--- config.mk ---
export PLATFORM = sky130hd
export DESIGN_NAME = instr_serializer
export DESIGN_NICKNAME = d
export VERILOG_FILES = /design/src/rtl/instr_serializer.sv
export SDC_FILE = /design/constraint.sdc
export NUM_CORES = 1
export LEC_CHECK = 0
export BUFFER_PORTS_ARGS = -buffer_cell sky130_fd_sc_hd__buf_2
export CORE_MARGIN = 8
export CORE_UTILIZATION = 45
export DETAILED_ROUTE_END_ITERATION = 8
export PLACE_DENSITY = 0.68
export SETUP_SLACK_MARGIN = 0.3
export SLEW_MARGIN = 20
export SYNTH_ARGS = -nofsm -noshare
export SYNTH_HDL_FRONTEND = slang
export SYNTH_SLANG_ARGS = --single-unit
--- constraint.sdc ---
create_clock -name clk -period 2.6 [get_ports clk]
set_input_delay 0.39 -clock clk [delete_from_list [all_inputs] [get_ports clk]]
set_output_delay 0.39 -clock clk [all_outputs]
set_load 0.02 [all_outputs]
--- src/rtl/instr_serializer.sv ---
// instr_serializer: captures one instruction's fields and emits them as a 1..6 byte stream with ready/valid on both sides.
// Optional macro ISER_ILLEGAL_CHK_EN rejects icode C-F with a one-cycle err pulse instead of emitting them.
module instr_serializer #(
    parameter logic [3:0] RNONE = 4'hF
) (
    input  logic        clk,
    input  logic        reset,
    input  logic        in_valid,
    output logic        in_ready,
    input  logic [3:0]  icode,
    input  logic [3:0]  ifun,
    input  logic [3:0]  rA,
    input  logic [3:0]  rB,
    input  logic [31:0] Dest,
    input  logic [31:0] D_V,
    output logic [7:0]  out_byte,
    output logic        out_valid,
    input  logic        out_ready,
    output logic        out_last,
    output logic [2:0]  out_idx,
    output logic        err
);
    typedef enum logic {IDLE, SEND} state_t;
    state_t state, state_nx;
    logic [3:0]  ic_q, fn_q, ra_q, rb_q;
    logic [31:0] dest_q, dv_q;
    logic [2:0]  idx_nx, len;
    logic [3:0]  ra_e, rb_e;
    logic [7:0]  byte_sel;
    logic        accept, legal, take, jump;

`ifdef ISER_ILLEGAL_CHK_EN
    assign legal = icode < 4'hC;
    always_ff @(posedge clk or posedge reset) begin
        if (reset) err <= 1'b0;
        else       err <= accept && !legal;
    end
`else
    assign legal = 1'b1;
    assign err   = 1'b0;
`endif

    assign out_valid = state == SEND;
    assign out_last  = out_valid && out_idx == len - 3'd1;
    assign in_ready  = state == IDLE || (out_ready && out_last);
    assign accept    = in_valid && in_ready;
    assign take      = out_valid && out_ready;
    assign out_byte  = out_valid ? byte_sel : 8'h00;

    always_ff @(posedge clk or posedge reset) begin
        if (reset) begin
            state   <= IDLE;
            out_idx <= 3'd0;
            ic_q    <= 4'h0;
            fn_q    <= 4'h0;
            ra_q    <= 4'h0;
            rb_q    <= 4'h0;
            dest_q  <= 32'h0;
            dv_q    <= 32'h0;
        end else begin
            state   <= state_nx;
            out_idx <= idx_nx;
            if (accept) begin
                ic_q   <= icode;
                fn_q   <= ifun;
                ra_q   <= rA;
                rb_q   <= rB;
                dest_q <= Dest;
                dv_q   <= D_V;
            end
        end
    end

    always_comb begin
        state_nx = state;
        idx_nx   = out_idx;
        if (accept) begin
            state_nx = legal ? SEND : IDLE;
            idx_nx   = 3'd0;
        end else if (take) begin
            state_nx = out_last ? IDLE : SEND;
            idx_nx   = out_last ? 3'd0 : out_idx + 3'd1;
        end
    end

    always_comb begin
        len = 3'd1;
        case (ic_q)
            4'h2, 4'h6, 4'hA, 4'hB: len = 3'd2;
            4'h7, 4'h8:             len = 3'd5;
            4'h3, 4'h4, 4'h5:       len = 3'd6;
            default:                len = 3'd1;
        endcase
    end

    // Jumps/calls put the target straight after byte 0; everything else carries a register byte first.
    assign jump = ic_q == 4'h7 || ic_q == 4'h8;
    assign ra_e = ic_q == 4'h3 ? RNONE : ra_q;
    assign rb_e = (ic_q == 4'hA || ic_q == 4'hB) ? RNONE : rb_q;

    always_comb begin
        byte_sel = 8'h00;
        case (out_idx)
            3'd0:    byte_sel = {ic_q, fn_q};
            3'd1:    byte_sel = jump ? dest_q[7:0]   : {ra_e, rb_e};
            3'd2:    byte_sel = jump ? dest_q[15:8]  : dv_q[7:0];
            3'd3:    byte_sel = jump ? dest_q[23:16] : dv_q[15:8];
            3'd4:    byte_sel = jump ? dest_q[31:24] : dv_q[23:16];
            default: byte_sel = dv_q[31:24];
        endcase
    end
endmodule
---- Word-level counts from Yosys, hierarchy flattened ----
Memory sizes are Yosys's and may differ from the RTL's.
Index checks and enable logic that the tools add are counted.
word-level totals
  output and inout port bits .............. 15
  register bits ........................... 84
  word-level logic and storage cells ...... 45
  bits in latches ......................... 0
  RAM bits ................................ 0
  bits in read-only memories .............. 48
  bits of input ports ..................... 84
  memories ................................ 1
memory list
  name             words  width  rd ports  clocked after memory_dff  wr ports  line  text
  (no name shown)  16     3      1         0                         0         88    case (ic_q)
cells by class
  order comparisons ....................... 0
  add/subtract/negate cells ............... 2
  reduce and logical (&&, ||, !) cells .... 9
  equality and inequality tests ........... 10
  bitwise logic cells ..................... 1
  divide/modulo/power cells ............... 0
  mux-type cells .......................... 14
  shift-type cells ........................ 0
  multiply operators ...................... 0
operator list
  kind                                               number
  two-way mux 8 bit                                  5
  case mux 8 bit (5 select lines)                    1
  == test 4 bit (second input constant)              3
  two-way mux 3 bit                                  3
  two-way mux 4 bit                                  2
  == test 3 x 2 -> 1 bit (second input constant)     2
  == test 4 x 2 -> 1 bit (second input constant)     1
  == test 4 x 3 -> 1 bit (second input constant)     1
  logical AND 1 bit                                  4
  adder 3 x 1 -> 3 bit (second input constant)       1
  == test 3 x 1 -> 1 bit (second input constant)     1
  == test 3 bit                                      1
  == test 3 bit (second input constant)              1
  zero test 3 bit                                    1
  logical OR 1 bit                                   3
  two-way mux 1 bit                                  3
  subtractor 3 x 1 -> 3 bit (second input constant)  1
  nonzero test 2 bit                                 1
  NOT 1 bit                                          1

---- Logic depth before layout (Yosys ltp) ----
An unclocked memory read counts as a cell.
  depth after elaboration ................. 8
  mapped depth ............................ 9
  depth with buffers taken out ............ 7

---- Worst setup path before layout ----
Ideal clock, no wire load.
  path type ............................... reg-to-output
  from .................................... register out_idx[0]
  to ...................................... output port out_byte[4]
  required time ........................... 2,210 ps
  arrival ................................. 2,084 ps
  stages on the path, launching flop included .. 10
  path slack .............................. 126 ps
  buffers on the path ..................... 2
  path through ............................ dfrtp_1 -> inv_1 -> ha_1 -> clkbuf_1 -> nor2b_1 -> clkbuf_1 -> a222oi_1 -> nand3_1 -> o21ai_0 -> a31oi_1
between the ends
  word-level cells in the longest chain between the ends .. 3
  elaborated cells between the ends (all ways) .. 7
  those cells by class .................... 4 x eq/ne; 2 x mux; 1 x reduce/logical
RTL lines
  what                                   line  text
  from (decl)                            20    output logic [2:0] out_idx,
  from (signal assigned)                 62    out_idx <= idx_nx;
  == test 3 bit (tied with other cells)  103   case (out_idx)
  case mux 8 bit (5 select lines) *      103
  two-way mux 8 bit *                    48    assign out_byte = out_valid ? byte_sel : 8'h00;
  to (decl)                              16    output logic [7:0] out_byte,
Mark *: on every way between the ends. The rest lies on a longest branch, timed or not.

---- Worst setup path in the final report ----
  from .................................... register out_idx[1]
  to ...................................... output port out_byte[1]
The elaborated chain is that of the path after synthesis.

==> run metrics <==
number of I/O port buffers 97; post-layout instance area 7612 um2; endpoints failing setup 3; Final Cycle Share 1.013; Crit Path Category flip-flop to output port; Layout area overhead 22.56%; Worst EP arrival 2.24 ns; # IOs 99; reg2reg start ic_q[0]$_DFFE_PP0P_; full die area 17820 um2; final antenna-violating net count 0; RSZ-0062 raised after global routing true; Worst Hold Class primary input to async pin; min Tclk post-route 2.633 ns; die width 133.5 um; nets 941; Synth Register Bits 84; gr usage total 0.2396; Storage cell area 2115 um2; vias in the first global route 6517; max-slew violations 0; CTS tree built; Ys Warns 0; ANT cells 0; first-pass GRT wire length 35160 um; Worst-Skew Late Latency 0.35 ns; Post-DP Area 6827 um2; Reg clk slew, reported paths 0.06 ns; Total Wirelength 21960 um; Worst-Margin Slew 0.9512 ns; DR WL/cell 21.20 um; drt first pass iters 9; async set-reset flop share out of synthesis 1.000; Site Rows 43; clock root buffer clkbuf_16; starting density of the core 0.4545; Syn Inst Count 789; worst clock skew 0.005763 ns; peak supply drop 0.8427 mV; most frequent cells in the layout nand2_1 (93), buf_2 (88), a21oi_1 (83); worst path required time 2.21 ns; Worst Setup End Kind output port; fmax 379.8 MHz; r2r endpoint out_idx[0]$_DFFE_PP0P_; Cell Area, Synth 6211 um2; Unique masters post-synth 38; CTS buffer count 9; clock tree buffer depth 2; Hold Vio Cnt, Final 0; CTS sink count 84; Max-cap violations 0; Avg Inst Size Synth 7.872 um2; ys flop type dfrtp_1; CTS H-tree depth 3; setup slack, reg-to-reg 0.41 ns; CORE AREA 13670 um2; R2R cell count 8; layout cells sized above 1 0.2523; initial antenna violation count 0; Fillers 1258; crit path launch type flip-flop; via/cell ratio 6.695; DRC Markers 0; Post-synth EDFFs 0; Post-CTS Hold Buffers 0; status complete, but fails checks; drt initial violations 897; area of the multi-input gates 3970 um2; Vias 6936; P_leak 0.003227 uW; PD cells 1342 nW/um2; syn_nets 878; setup ws final -0.03308 ns; pin count of the biggest net entering global routing 97; register area share after synthesis 0.3384; routability cong. 0.8562; commonest non-fill, non-tap cell in the layout nand2_1; Relative slew margins 0.3659; setup TNS -0.05037 ns; Congestion Overflow GR 0; maximum fanout along the worst path 6; violated checks negative setup slack; die height 133.5 um; hpwl dp 13260 um
## power by group
part	switching (uW)	internal [uW]
Combinational	3930	2640
Sequential	610	1820
Clock	523	692
Total	5060	5150
## metal layers
layer | wire length (um) | track usage | share of wire | up-vias
met4 | 533 | 0.07735 | 0.024 | 0
met5 | 0 | 0 | 0 | -
met1 | 8793 | 0.3162 | 0.40 | 3373
met2 | 10560 | 0.3781 | 0.48 | 397
met3 | 2076 | 0.05685 | 0.095 | 37
li1 | - | - | - | 3129
## metrics by stage
stage | power, uW | hold WS (ns) | utilization | instances | setup slack [ns]
6_report | 10220 | 0.1013 | 0.5570 | 1036 | -0.03308
5_1_grt | 10860 | 0.1287 | 0.5570 | 1036 | -0.1071
4_1_cts | 9906 | 0.1158 | 0.5524 | 1033 | 0.01746
3_5_place_dp | 7887 | 0.4838 | 0.4995 | 994 | -0.1332
3_3_place_gp | 7707 | 0.4735 | 0.4995 | 994 | 0.03075
2_1_floorplan | 6300 | 0.4931 | - | 789 | 0.2645
## how the worst max path moves through the flow
stage	start	to	slack (ns)
6_report	out_idx[1]$_DFFE_PP0P_	out_byte[1]	-0.03
5_1_grt	out_idx[1]$_DFFE_PP0P_	out_byte[2]	-0.11
4_1_cts	out_idx[1]$_DFFE_PP0P_	out_byte[2]	0.02
3_5_place_dp	out_idx[0]$_DFFE_PP0P_	out_byte[1]	-0.13
3_3_place_gp	out_idx[0]$_DFFE_PP0P_	out_byte[1]	0.03
2_1_floorplan	out_idx[0]$_DFFE_PP0P_	out_byte[3]	0.26
## area by class of cell
type                            instances  share of cell area
Multi-Input combinational cell        607              0.5215
Sequential cell                        84              0.2778
Timing Repair Buffer                  144              0.1318
Clock buffer                           13             0.03419
Tap cell                              180             0.02959
Inverter                                6            0.003780
Clock inverter                          2            0.001315
## cells in the mapped netlist (2+ instances only)
| library cell | count | area share |
|---|---|---|
| o21ai_0 | 72 | 0.058 |
| nand4_1 | 39 | 0.039 |
| buf_2 | 15 | 0.012 |
| a222oi_1 | 8 | 0.013 |
| nand2_1 | 93 | 0.056 |
| a31oi_1 | 8 | 0.0081 |
| o211ai_1 | 80 | 0.097 |
| buf_4 | 10 | 0.012 |
| and3_1 | 42 | 0.042 |
| o31ai_1 | 2 | 0.0024 |
| dfrtp_1 | 84 | 0.34 |
| a22oi_1 | 14 | 0.017 |
| ha_1 | 5 | 0.010 |
| and3b_1 | 2 | 0.0028 |
| nor2b_1 | 4 | 0.0040 |
| nor2_1 | 7 | 0.0042 |
| nand3b_1 | 41 | 0.050 |
| clkbuf_1 | 66 | 0.040 |
| a21oi_1 | 83 | 0.067 |
| inv_1 | 6 | 0.0036 |
| nand3_1 | 50 | 0.040 |
| buf_1 | 3 | 0.0018 |
| mux2i_1 | 2 | 0.0032 |
| a22o_1 | 39 | 0.055 |
## repair_timing
action,CTS,global route
gates cloned,2,1
setup buffers,22,2
pin swaps,32,15
resized for setup,79,4
setup endpoints to repair,10,11
## flip-flops by register name, indices dropped and copies added, names as in the netlist
register	cells
rb_q	4
fn_q	4
out_valid	1
ra_q	4
dest_q	32
out_idx	3
dv_q	32
ic_q	4
## kinds of logic (layout without fill, tap and decap cells)
| group | count (synthesis) | after routing | share of synthesized area |
|---|---|---|---|
| AO/OA/AOI/OAI | 309 | 309 | 0.3207 |
| XOR/XNOR | 2 | 2 | 0.004030 |
| adder cells (fa/ha/maj) | 5 | 5 | 0.01007 |
| buffers and inverters | 100 | 165 | 0.06950 |
| flip-flops | 84 | 84 | 0.3384 |
| multiplexers | 4 | 4 | 0.006849 |
| other | 1 | 1 | 0.0006038 |
| AND/OR/NAND/NOR | 284 | 286 | 0.2498 |
## worst max-delay path, cell delays in order (launching register included)
cell and delay (ns):
dfrtp_2 0.48, ha_4 0.19, ha_4 0.18, buf_4 0.14, a222oi_1 0.38, nand3_1 0.14
o21ai_2 0.11, a31oi_2 0.10, buf_4 0.17
No activity file was read; power rests on OpenSTA's default activity.
